<file path="src/rtl/filter_div.sv">
// filter_div: signed 72/36 restoring divider with divide-by-zero and overflow saturation.
// Rev 1.0 -- initial release.
`default_nettype none

module filter_div (
   input  logic        clk,
   input  logic        reset_n,
   input  logic        in_valid,
   output logic        in_ready,
   input  logic [71:0] dividend,
   input  logic [35:0] divisor,
   output logic        out_valid,
   input  logic        out_ready,
   output logic [35:0] quotient,
   output logic [35:0] remainder,
   output logic        dbz,
   output logic        ovf
);

   localparam logic [35:0] Q_MAX = 36'h7FFFFFFFF;
   localparam logic [35:0] Q_MIN = 36'h800000000;

   typedef enum logic [2:0] {IDLE, CHECK, ITER, FIX, DONE} state_t;

   state_t      state_q, state_d;
   logic [71:0] work_q, work_d;
   logic [35:0] dvs_q, dvs_d;
   logic [5:0]  cnt_q, cnt_d;
   logic        qneg_q, qneg_d;
   logic        rneg_q, rneg_d;
   logic [35:0] quo_q, quo_d;
   logic [35:0] rem_q, rem_d;
   logic        dbz_q, dbz_d;
   logic        ovf_q, ovf_d;

   logic [71:0] dvd_mag;
   logic [35:0] dvs_mag;
   logic [36:0] trial;

   // In CHECK, work_q/dvs_q still hold the raw signed operands.
   assign dvd_mag = work_q[71] ? (~work_q + 72'd1) : work_q;
   assign dvs_mag = dvs_q[35]  ? (~dvs_q + 36'd1)  : dvs_q;
   assign trial   = work_q[71:35] - {1'b0, dvs_q};

   assign in_ready  = (state_q == IDLE);
   assign out_valid = (state_q == DONE);
   assign quotient  = quo_q;
   assign remainder = rem_q;
   assign dbz       = dbz_q;
   assign ovf       = ovf_q;

   always_comb begin
      state_d = state_q;
      work_d  = work_q;
      dvs_d   = dvs_q;
      cnt_d   = cnt_q;
      qneg_d  = qneg_q;
      rneg_d  = rneg_q;
      quo_d   = quo_q;
      rem_d   = rem_q;
      dbz_d   = dbz_q;
      ovf_d   = ovf_q;
      case (state_q)
         IDLE: begin
            if (in_valid) begin
               work_d  = dividend;
               dvs_d   = divisor;
               state_d = CHECK;
            end
         end
         CHECK: begin
            qneg_d = work_q[71] ^ dvs_q[35];
            rneg_d = work_q[71];
            work_d = dvd_mag;
            dvs_d  = dvs_mag;
            if (dvs_q == 36'd0) begin
               dbz_d   = 1'b1;
               ovf_d   = 1'b0;
               quo_d   = work_q[71] ? Q_MIN : Q_MAX;
               rem_d   = 36'd0;
               state_d = DONE;
            end else if (dvd_mag[71:35] >= {1'b0, dvs_mag}) begin
               dbz_d   = 1'b0;
               ovf_d   = 1'b1;
               quo_d   = (work_q[71] ^ dvs_q[35]) ? Q_MIN : Q_MAX;
               rem_d   = 36'd0;
               state_d = DONE;
            end else begin
               cnt_d   = 6'd35;
               state_d = ITER;
            end
         end
         ITER: begin
            // Upper 36 bits accumulate the partial remainder, lower bits collect quotient bits.
            if (!trial[36])
               work_d = {trial[35:0], work_q[34:0], 1'b1};
            else
               work_d = {work_q[70:0], 1'b0};
            if (cnt_q == 6'd0)
               state_d = FIX;
            else
               cnt_d = cnt_q - 6'd1;
         end
         FIX: begin
            quo_d   = qneg_q ? (~work_q[35:0] + 36'd1)  : work_q[35:0];
            rem_d   = rneg_q ? (~work_q[71:36] + 36'd1) : work_q[71:36];
            dbz_d   = 1'b0;
            ovf_d   = 1'b0;
            state_d = DONE;
         end
         DONE: begin
            if (out_ready)
               state_d = IDLE;
         end
         default: state_d = IDLE;
      endcase
   end

   always_ff @(posedge clk or negedge reset_n) begin
      if (!reset_n) begin
         state_q <= IDLE;
         work_q  <= 72'd0;
         dvs_q   <= 36'd0;
         cnt_q   <= 6'd0;
         qneg_q  <= 1'b0;
         rneg_q  <= 1'b0;
         quo_q   <= 36'd0;
         rem_q   <= 36'd0;
         dbz_q   <= 1'b0;
         ovf_q   <= 1'b0;
      end else begin
         state_q <= state_d;
         work_q  <= work_d;
         dvs_q   <= dvs_d;
         cnt_q   <= cnt_d;
         qneg_q  <= qneg_d;
         rneg_q  <= rneg_d;
         quo_q   <= quo_d;
         rem_q   <= rem_d;
         dbz_q   <= dbz_d;
         ovf_q   <= ovf_d;
      end
   end

endmodule

`default_nettype wire

</file>
<file path="config.mk">
export PLATFORM = sky130hd
export DESIGN_NAME = filter_div
export DESIGN_NICKNAME = d
export VERILOG_FILES = /design/src/rtl/filter_div.sv
export SDC_FILE = /design/constraint.sdc
export NUM_CORES = 1
export LEC_CHECK = 0
export BUFFER_PORTS_ARGS = -buffer_cell sky130_fd_sc_hd__buf_2
export CAP_MARGIN = 25
export CORE_UTILIZATION = 40
export CTS_CLUSTER_DIAMETER = 100
export DETAILED_ROUTE_END_ITERATION = 7
export GPL_TIMING_DRIVEN = 0
export PLACE_DENSITY = 0.63
export REMOVE_ABC_BUFFERS = 1
export SETUP_SLACK_MARGIN = 0.5
export SLEW_MARGIN = 20
export SYNTH_ARGS = -nofsm -noshare
export SYNTH_HDL_FRONTEND = slang
export SYNTH_SLANG_ARGS = --single-unit
</file>
<file path="constraint.sdc">
create_clock -name clk -period 7.71 [get_ports clk]
set_input_delay 0.3855 -clock clk [delete_from_list [all_inputs] [get_ports clk]]
set_output_delay 0.3855 -clock clk [all_outputs]
set_load 0.1 [all_outputs]
</file>
==> run_results.csv, run 1 <==
group,metric,value,unit
run_status,status,"finished, violations left",
run_status,violations,"design-rule violations",
synth,synth_warnings,0,
cts,clock_latency,0.48,ns
critical_path,slowest_delay,0.90,ns
timing,fin_skew,0.0200,ns
synth,synth-seq-cells,193,
floorplanning,start_util,40.9,%
cells_and_area,finalNetCount,2078,
floorplanning,core,36900,um^2
placed_design,io_buffer_count,187,
cts,root_buffer,"clkbuf_16",
timing,fin_crit_sh,91.7,%
drt,vias_per_cell,6.07,
timing,fmax,141,MHz
synth,async_flop_share,100,%
global_route,grt_max_degree,80,
critical_path,cpLargestDelayFamily,"simple AND/OR/NAND/NOR gates",
synth,synth.yosys.seq_area_share,32.0,%
critical_path,slowest_stage,"o31ai_1",
cells_and_area,postLayoutCoreUtil,46.9,%
cells_and_area,synthToLayoutAreaGrowth,14.7,%
cts,path_clk_slew,0.08,ns
placed_design,pre_cts_slack,0.620,ns
floorplanning,fp-row-count,70,
drt,vias,14599,
floorplanning,dieHeight,196,um
synth,synth_edf_count,0,
drt,finalWirelength,51.4,mm
synth,synthDistinctLibCells,77,
floorplanning,die_w,196,um
global_route,grt_pass1_wl,78.7,mm
timing,hold_viol_final,0,
critical_path,critPathLaunchType,"register",
critical_path,worst-path-buf-inv,3,
placed_design,gp_congestion,0.938,
synth,dominantRegCellSynth,"dfrtp_1",
global_route,grt_pass1_vias,13655,
global_route,grt_antenna_before_repair,1,
timing,fin_crit,7.07,ns
critical_path,path_cells,"inv_1 > ha_1 > nor4b_4 > or4b_4 > or3_1 > or2_4 > o31ai_1 > xnor2_1 > ha_1 > nand4_1 > nor4_1 > o21ai_0 > a31oi_1 > o31ai_2 > a21oi_4 > buf_16 > nor2_4 > buf_8 > a221o_1",
floorplanning,ios,188,
cts,numClockSinks,193,
synth,synth_largest_area_cell,"dfrtp_1",
synth,synth.cell_area,15100,um^2
drt,drtPass1Iterations,8,
drt,initialDrtViolationCount,1514,
timing,setup_viol,0,
cts,cts_tree,"built",
cells_and_area,nFillCells,3604,
timing,worst_pin_slew,1.07,ns
global_route,gr-total-overflow,0,
global_route,grtUsageTotal,26.4,%
drt,wl_per_cell,21.4,um
timing,slew-limit-headroom,28.0,%
timing,tns,0,ns
timing,setup_ws,0.637,ns
drt,drcViolationCount,14,
floorplanning,dieArea,38500,um^2
critical_path,cp_max_fo,18,
critical_path,critPathArrivalTime,7.42,ns
cells_and_area,drive_gt1_share,15.6,%
synth,yosys.area.top_type_share,32.0,%
job,cap_violations,0,
synth,synth_area_leaders,"dfrtp_1 32%, xnor2_1 7.2%, ha_1 6.4%",
timing,rsz0062_at_grt,"false",
synth,syn_area_per_cell,8.34,um^2
timing,finalMaxSlewViolations,0,
cts,clockBufferDepth,2,
cts,cts_inserted_buffers,17,
critical_path,critical_path_required,8.06,ns
cts,h-tree-depth,4,
drt,ant_nets,0,
min_path,hp-class,"in -> reg",
critical_path,critPathCaptureType,"register",
critical_path,crit_path_frequent_cell,"ha_1",
placed_design,dp_hpwl,37.8,mm
synth,synth_cells,1809,
critical_path,path_class,"reg -> reg",
[synth_stat cells, types with 7 or more instances]
cell type  count
nor3_1        29
mux2i_1       30
o41ai_1        8
o21bai_1       7
nor2b_1       11
or2_2          9
buf_2          9
a21o_1        19
nand4_1       24
nor2_1       122
a222oi_1      25
inv_1         68
a31oi_1        8
o22ai_1       51
o211a_1       16
a221o_1       37
a221oi_1      32
o21ai_0      181
dfrtp_1      193
o21a_1        16
xor2_1        43
or3_1         31
buf_1         10
xnor2_1      124
nand2b_1      12
a21oi_1       87
nand2_1      186
o31ai_1       29
ha_1          77
a22oi_1       21
nand3_1       23
or4_1         10
clkbuf_1     128
o211ai_1       8
nor4_1        16
[sequential cells by signal, indices dropped and copies added (netlist names)]
register / count
cnt_q: 6
dvs_q: 36
remainder: 36
quotient: 36
qneg_q: 1
work_q: 72
state_q: 3
dbz: 1
ovf: 1
rneg_q: 1
[placed cells by master, fill, tap and decap left out, types with 31 or more instances in the layout]
cell,n
a221oi_1,32
nand2_1,182
xor2_1,43
ha_1,77
o22ai_1,51
a21oi_1,87
buf_2,186
or3_1,31
nor2_1,120
inv_1,68
dfrtp_1,189
a221o_1,37
o21ai_0,180
xnor2_1,124
[metrics by stage]
stage / cell area, um^2 / std cells / hold WS [ns]
final: 17300 / 2406 / 0.131
after global routing: 17300 / 2406 / 0.133
after detailed placement: 16600 / 2371 / 0.321
after global placement: 16000 / 2344 / 0.465
after floorplan: 14400 / 1653 / 0.0899
after CTS: 17300 / 2404 / 0.115
[repair_timing]
item / CTS / global route
endpoints found under the hold margin: 43 / 0
setup endpoints to repair: 0 / 34
resized for setup: 0 / 1
buffers inserted: 0 / 1
hold buffers: 1 / 0
[tightest hold or removal path: stages]
cell     delay [ns]
buf_2          0.08
nand2_1        0.03
o21ai_0        0.06
[area by class of cell]
| cell class | instances | area [um^2] | area share, % |
|---|---|---|---|
| clock inverter | 15 | 216 | 1.25 |
| tap | 504 | 631 | 3.64 |
| inverter | 68 | 255 | 1.47 |
| sequential | 193 | 4830 | 27.9 |
| clock buffer | 17 | 425 | 2.46 |
| multi-input combinational | 1392 | 9450 | 54.6 |
| antenna | 1 | 2.50 | 0.0145 |
| timing repair buffer | 216 | 1490 | 8.62 |
[cells by family after synthesis]
family / synth area share [%]
fa+ha+maj: 6.52
buf+inv: 5.99
flops: 32.0
simple gates: 17.1
xor+xnor: 9.69
mux: 2.06
compound gates: 26.6
[final timing paths]
check,to,start,cells past startpoint,slack (ns)
hold / removal,dvs_q[0],divisor[0],3,0.13
max in group asynchronous,dvs_q[35],reset_n,3,6.49
hold reg to reg,quotient[16],quotient[16],1,0.49
setup reg to reg,quotient[21],work_q[36],19,0.64
setup / recovery,quotient[21],work_q[36],19,0.64
min in group asynchronous,work_q[44],reset_n,2,0.40
[layer usage]
| metal | vias to the layer above | routed length, um | part of all wire (%) | global-route usage (%) |
|---|---|---|---|---|
| met5 | - | 0 | 0 | 0 |
| met4 | 0 | 1570 | 3.1 | 9.87 |
| met1 | 7131 | 23400 | 46 | 37.1 |
| met2 | 586 | 23000 | 45 | 40.8 |
| li1 | 6797 | - | - | - |
| met3 | 85 | 3450 | 6.7 | 4.16 |
Power of run 1 is not shown: default switching activity piles up to over one toggle a cycle in this logic, so the estimate is an artifact.
==> inputs of run 2 (changes only) <==
--- a/config.mk
+++ b/config.mk
@@ -10,7 +10,7 @@
 export CORE_UTILIZATION = 40
 export CTS_CLUSTER_DIAMETER = 100
 export DETAILED_ROUTE_END_ITERATION = 7
-export GPL_TIMING_DRIVEN = 0
+export GPL_TIMING_DRIVEN = 1
 export PLACE_DENSITY = 0.63
 export REMOVE_ABC_BUFFERS = 1
 export SETUP_SLACK_MARGIN = 0.5
==> run 2 against run 1 <==
The flow now finishes without violations. Worst setup slack improved by 0.40 ns. Maximum frequency is 6.0% higher. Die area is the same. First-iteration DRC count increased by 6.4%. Largest cell class unchanged.
==> run_results.csv, run 2 (same netlist as run 1, synthesis figures left out) <==
group,metric,value,unit
drt,finalWirelength,51.5,mm
cts,postCtsSetupRepairBufs,0,
timing,tns,0,ns
timing,worst_pin_slew,0.976,ns
cts,postCtsHoldBufs,0,
timing,hold_viol_final,0,
global_route,gr-total-overflow,0,
cts,cts_inserted_buffers,17,
cts,cts_tree,"built",
drt,wl_per_cell,21.5,um
critical_path,path_class,"reg -> reg",
floorplanning,die_w,196,um
floorplanning,core,36900,um^2
drt,initialDrtViolationCount,1611,
timing,setup_viol,0,
critical_path,critPathLaunchType,"register",
min_path,hp-class,"in -> async",
cells_and_area,antenna_cells,0,
critical_path,critPathArrivalTime,7.00,ns
critical_path,rr_startpoint,"work_q[36]",
drt,drcViolationCount,0,
critical_path,critical_path_required,8.04,ns
global_route,grt_antenna_before_repair,0,
cells_and_area,drive_gt1_share,14.8,%
timing,finalMaxSlewViolations,0,
drt,vias,14603,
cts,clock_latency,0.47,ns
critical_path,cp_max_fo,20,
timing,fin_skew,0.0179,ns
cts,h-tree-depth,4,
placed_design,gp_congestion,0.947,
floorplanning,dieArea,38500,um^2
cells_and_area,synthToLayoutAreaGrowth,11.9,%
cts,root_buffer,"clkbuf_16",
run_status,status,"finished clean",
drt,vias_per_cell,6.09,
cells_and_area,top_register,"work_q",
timing,rsz0062_at_grt,"false",
placed_design,io_buffer_count,187,
global_route,grtUsageTotal,26.6,%
job,cap_violations,0,
cts,numClockSinks,193,
cts,path_clk_slew,0.08,ns
global_route,grt_pass1_vias,13600,
cells_and_area,mostFrequentLayoutCells,"193 x dfrtp_1, 186 x buf_2, 184 x nand2_1",
placed_design,dp_hpwl,36.8,mm
cts,clockBufferDepth,2,
drt,ant_nets,0,
critical_path,r2r_cells,21,
global_route,grt_max_degree,122,
floorplanning,fp-row-count,70,
critical_path,r2r_setup_slack,1.04,ns
timing,slew-limit-headroom,34.9,%
floorplanning,start_util,40.9,%
timing,fin_crit,6.67,ns
timing,fin_crit_sh,86.5,%
floorplanning,ios,188,
floorplanning,dieHeight,196,um
cells_and_area,final_common_cell,"dfrtp_1",
cts,ctsResizeCount,0,
cells_and_area,largest_reg_flops,72,
timing,fmax,150,MHz
drt,drtPass1Iterations,7,
critical_path,r2r-end,"state_q[2]",
global_route,grt_pass1_wl,79.8,mm
cells_and_area,finalNetCount,2071,
critical_path,critPathCaptureType,"register",
[run 2: cell types whose count changed in the layout (fill, tap and decap cells not counted), sizes merged]
cell / before / now
clkinv: 5 / 6
buf: 215 / 209
clkbuf: 17 / 18
clkinvlp: 2 / 0
dlygate4sd3: 1 / 0
diode: 1 / 0
[run 2: per-stage QoR]
step	worst slack, ns	util [%]	cell area [um^2]	instances	hold slack, ns
final	1.04	45.8	16900	2398	0.0179
after global routing	0.647	45.8	16900	2398	0.115
after CTS	1.09	45.8	16900	2398	0.117
after detailed placement	1.13	44.1	16300	2366	0.474
after global placement	1.29	44.0	16200	2365	0.468
after floorplan	-0.196	-	14400	1653	0.0899
[run 2: worst max path at each step]
stage | start | to | depth (start not counted)
final | work_q[36] | state_q[2] | 21
after global routing | work_q[36] | quotient[33] | 21
after CTS | work_q[36] | state_q[2] | 21
after detailed placement | work_q[36] | quotient[33] | 21
after global placement | work_q[36] | state_q[2] | 21
after floorplan | state_q[1] | work_q[71] | 5
[run 2: final cells by class]
| type | count | area, um^2 |
|---|---|---|
| Timing Repair Buffer | 209 | 1130 |
| Multi-Input combinational cell | 1392 | 9410 |
| Sequential cell | 193 | 4830 |
| Fill cell | 3619 | 20000 |
| Clock buffer | 18 | 439 |
| Inverter | 68 | 255 |
| Tap cell | 504 | 631 |
| Clock inverter | 14 | 194 |
[run 2: layer usage]
metal / track usage, % / part of all wire (%)
met1: 38.3 / 45
met2: 39.9 / 44
met3: 4.26 / 7.6
met4: 9.84 / 3.3
met5: 0 / 0
[run 2: critical path, cell delays in order, from the launching register on]
cell and delay [ns]:
dfrtp_1 0.48, inv_1 0.14, ha_1 0.22, nor4b_4 0.26, or4b_4 0.54, or3_1 0.46, or2_4 0.30, or4_4 0.53
o21ai_0 0.40, xnor2_1 0.12, ha_1 0.33, a41oi_1 0.19, o21ai_0 0.15, a221oi_1 0.31, o21ai_0 0.15, a21oi_1 0.16
nor2b_1 0.07, o31ai_1 0.45, a21oi_4 0.11, nor2_2 0.66, buf_4 0.37, o21ai_0 0.12
Power of run 2 is left out for the same reason.
==> inputs of run 3 (changes only) <==
--- a/config.mk
+++ b/config.mk
@@ -7,13 +7,14 @@
 export LEC_CHECK = 0
 export BUFFER_PORTS_ARGS = -buffer_cell sky130_fd_sc_hd__buf_2
 export CAP_MARGIN = 25
-export CORE_UTILIZATION = 40
+export CORE_UTILIZATION = 50
 export CTS_CLUSTER_DIAMETER = 100
 export DETAILED_ROUTE_END_ITERATION = 7
 export GPL_TIMING_DRIVEN = 1
-export PLACE_DENSITY = 0.63
+export HOLD_SLACK_MARGIN = 0.02
+export PLACE_DENSITY = 0.74
 export REMOVE_ABC_BUFFERS = 1
-export SETUP_SLACK_MARGIN = 0.5
+export SETUP_SLACK_MARGIN = 0.02
 export SLEW_MARGIN = 20
 export SYNTH_ARGS = -nofsm -noshare
 export SYNTH_HDL_FRONTEND = slang
==> run 3 against run 2 <==
The run now ends with design-rule violations, negative hold slack left. Clock-buffer cell count unchanged. Final area down 0.80%. Register-to-register slack better by 0.30 ns. Flip-flop and latch count unchanged. Worst hold slack worse by 0.045 ns. Via count up 2.4%. Utilization up 11 points. Sequential share of layout area up 0.23 points. Worst setup slack better by 0.30 ns. Largest cell class unchanged. Highest routed layer unchanged.
==> run_results.csv, run 3 (same netlist as run 1, synthesis figures left out) <==
group,metric,value,unit
placed_design,io_buffer_count,187,
floorplanning,dieHeight,176,um
cts,h-tree-depth,4,
cells_and_area,antenna_cells,0,
min_path,hp-class,"in -> async",
floorplanning,core,29600,um^2
cells_and_area,top_register,"work_q",
cts,root_buffer,"clkbuf_16",
drt,vias_per_cell,6.54,
critical_path,r2r_setup_slack,1.34,ns
timing,finalMaxSlewViolations,0,
placed_design,pre_cts_slack,1.46,ns
timing,setup_ws,1.34,ns
placed_design,dp_hpwl,35.0,mm
drt,wl_per_cell,21.7,um
critical_path,r2r_cells,16,
critical_path,path_class,"reg -> reg",
timing,tns,0,ns
global_route,grt_max_degree,125,
cts,postCtsHoldBufs,0,
floorplanning,die_w,176,um
critical_path,cp_max_fo,34,
timing,fin_skew,0.0205,ns
cells_and_area,largest_reg_flops,72,
global_route,grtUsageTotal,31.7,%
global_route,grt_pass1_vias,13745,
timing,timing.hold.ws,-0.0270,ns
drt,drcViolationCount,5,
global_route,grt_antenna_before_repair,0,
critical_path,cpLargestDelayFamily,"simple AND/OR/NAND/NOR gates",
critical_path,path_cells,"or4_1 > nor4_1 > nand4b_1 > or2_2 > o31ai_1 > xnor2_1 > ha_1 > nand4_1 > nor4_1 > o21ai_0 > a31oi_1 > o31ai_1 > a21oi_4 > nor2_2 > buf_4 > a221o_1",
cts,clock_latency,0.47,ns
drt,ant_nets,0,
cts,cts_inserted_buffers,17,
timing,fin_crit,6.37,ns
drt,initialDrtViolationCount,1994,
floorplanning,ios,188,
timing,fin_crit_sh,82.6,%
critical_path,slowest_delay,0.73,ns
timing,worst_pin_slew,0.998,ns
floorplanning,fp-row-count,63,
global_route,gr-total-overflow,0,
critical_path,rr_startpoint,"work_q[13]",
drt,drtPass1Iterations,8,
drt,vias,14957,
critical_path,critPathArrivalTime,6.71,ns
cells_and_area,mostFrequentLayoutCells,"193 x dfrtp_1, 186 x buf_2, 184 x nand2_1",
drt,finalWirelength,49.7,mm
cells_and_area,finalNetCount,2073,
cts,postCtsSetupRepairBufs,0,
cells_and_area,ff_latch_area,4830,um^2
cts,clockBufferDepth,2,
cts,numClockSinks,193,
timing,hold_viol_final,3,
floorplanning,start_util,50.9,%
cells_and_area,multiInputGateArea,9410,um^2
timing,slew-limit-headroom,33.4,%
critical_path,worst-path-buf-inv,1,
job,cap_violations,0,
cts,cts_tree,"built",
cells_and_area,postLayoutCoreUtil,56.5,%
cts,path_clk_slew,0.09,ns
critical_path,critical_path_required,8.05,ns
cells_and_area,final_common_cell,"dfrtp_1",
cells_and_area,nFillCells,2757,
floorplanning,dieArea,30900,um^2
critical_path,r2r-end,"quotient[21]",
cts,ctsResizeCount,0,
critical_path,critPathCaptureType,"register",
critical_path,critPathLaunchType,"register",
timing,rsz0062_at_grt,"false",
critical_path,slowest_stage,"nor4_1",
timing,fmax,157,MHz
placed_design,gp_congestion,0.989,
global_route,grt_pass1_wl,76.6,mm
cells_and_area,synthToLayoutAreaGrowth,11.0,%
cells_and_area,drive_gt1_share,14.9,%
timing,setup_viol,0,
run_status,status,"finished, violations left",
run_status,violations,"design-rule violations, negative hold slack",
[run 3: worst max-delay path by stage]
| stage | start | slack (ns) | to | depth (start not counted) |
|---|---|---|---|---|
| after floorplan | state_q[1] | -0.20 | work_q[71] | 5 |
| after CTS | work_q[36] | 1.44 | quotient[21] | 21 |
| after global placement | work_q[13] | 1.58 | quotient[0] | 16 |
| after detailed placement | work_q[36] | 1.46 | quotient[21] | 21 |
| final | work_q[13] | 1.34 | quotient[21] | 16 |
| after global routing | work_q[36] | 0.93 | quotient[0] | 21 |
[run 3: through the flow]
step	std cells	cell area, um^2
CTS	2285	16700
floorplan	1653	14400
global placement	2252	16100
finish	2286	16800
detailed placement	2253	16100
global route	2286	16800
[run 3: final cells by class]
type                       instances  area share [%]
inverter                          68            1.52
sequential                       193            28.8
tap                              390            2.91
multi-input combinational       1392            56.2
timing repair buffer             211            6.91
clock inverter                    14            1.06
clock buffer                      18            2.62
[run 3: worst reg2reg max path, delay by kind of cell (launching register included)]
kind	cells	cell delay, ns
adder cells (fa/ha/maj)	1	0.37
flip-flops	1	0.44
buffers and inverters	1	0.26
XOR/XNOR	1	0.22
AND/OR/NAND/NOR	7	3.08
AO/OA/AOI/OAI	6	1.89
[run 3: layer usage]
layer | GRT usage (%) | routed length [um]
met1 | 44.9 | 21300
met2 | 47.1 | 21800
met3 | 4.72 | 4400
met4 | 14.9 | 2150
met5 | 0 | 0
Power of run 3 is left out for the same reason.
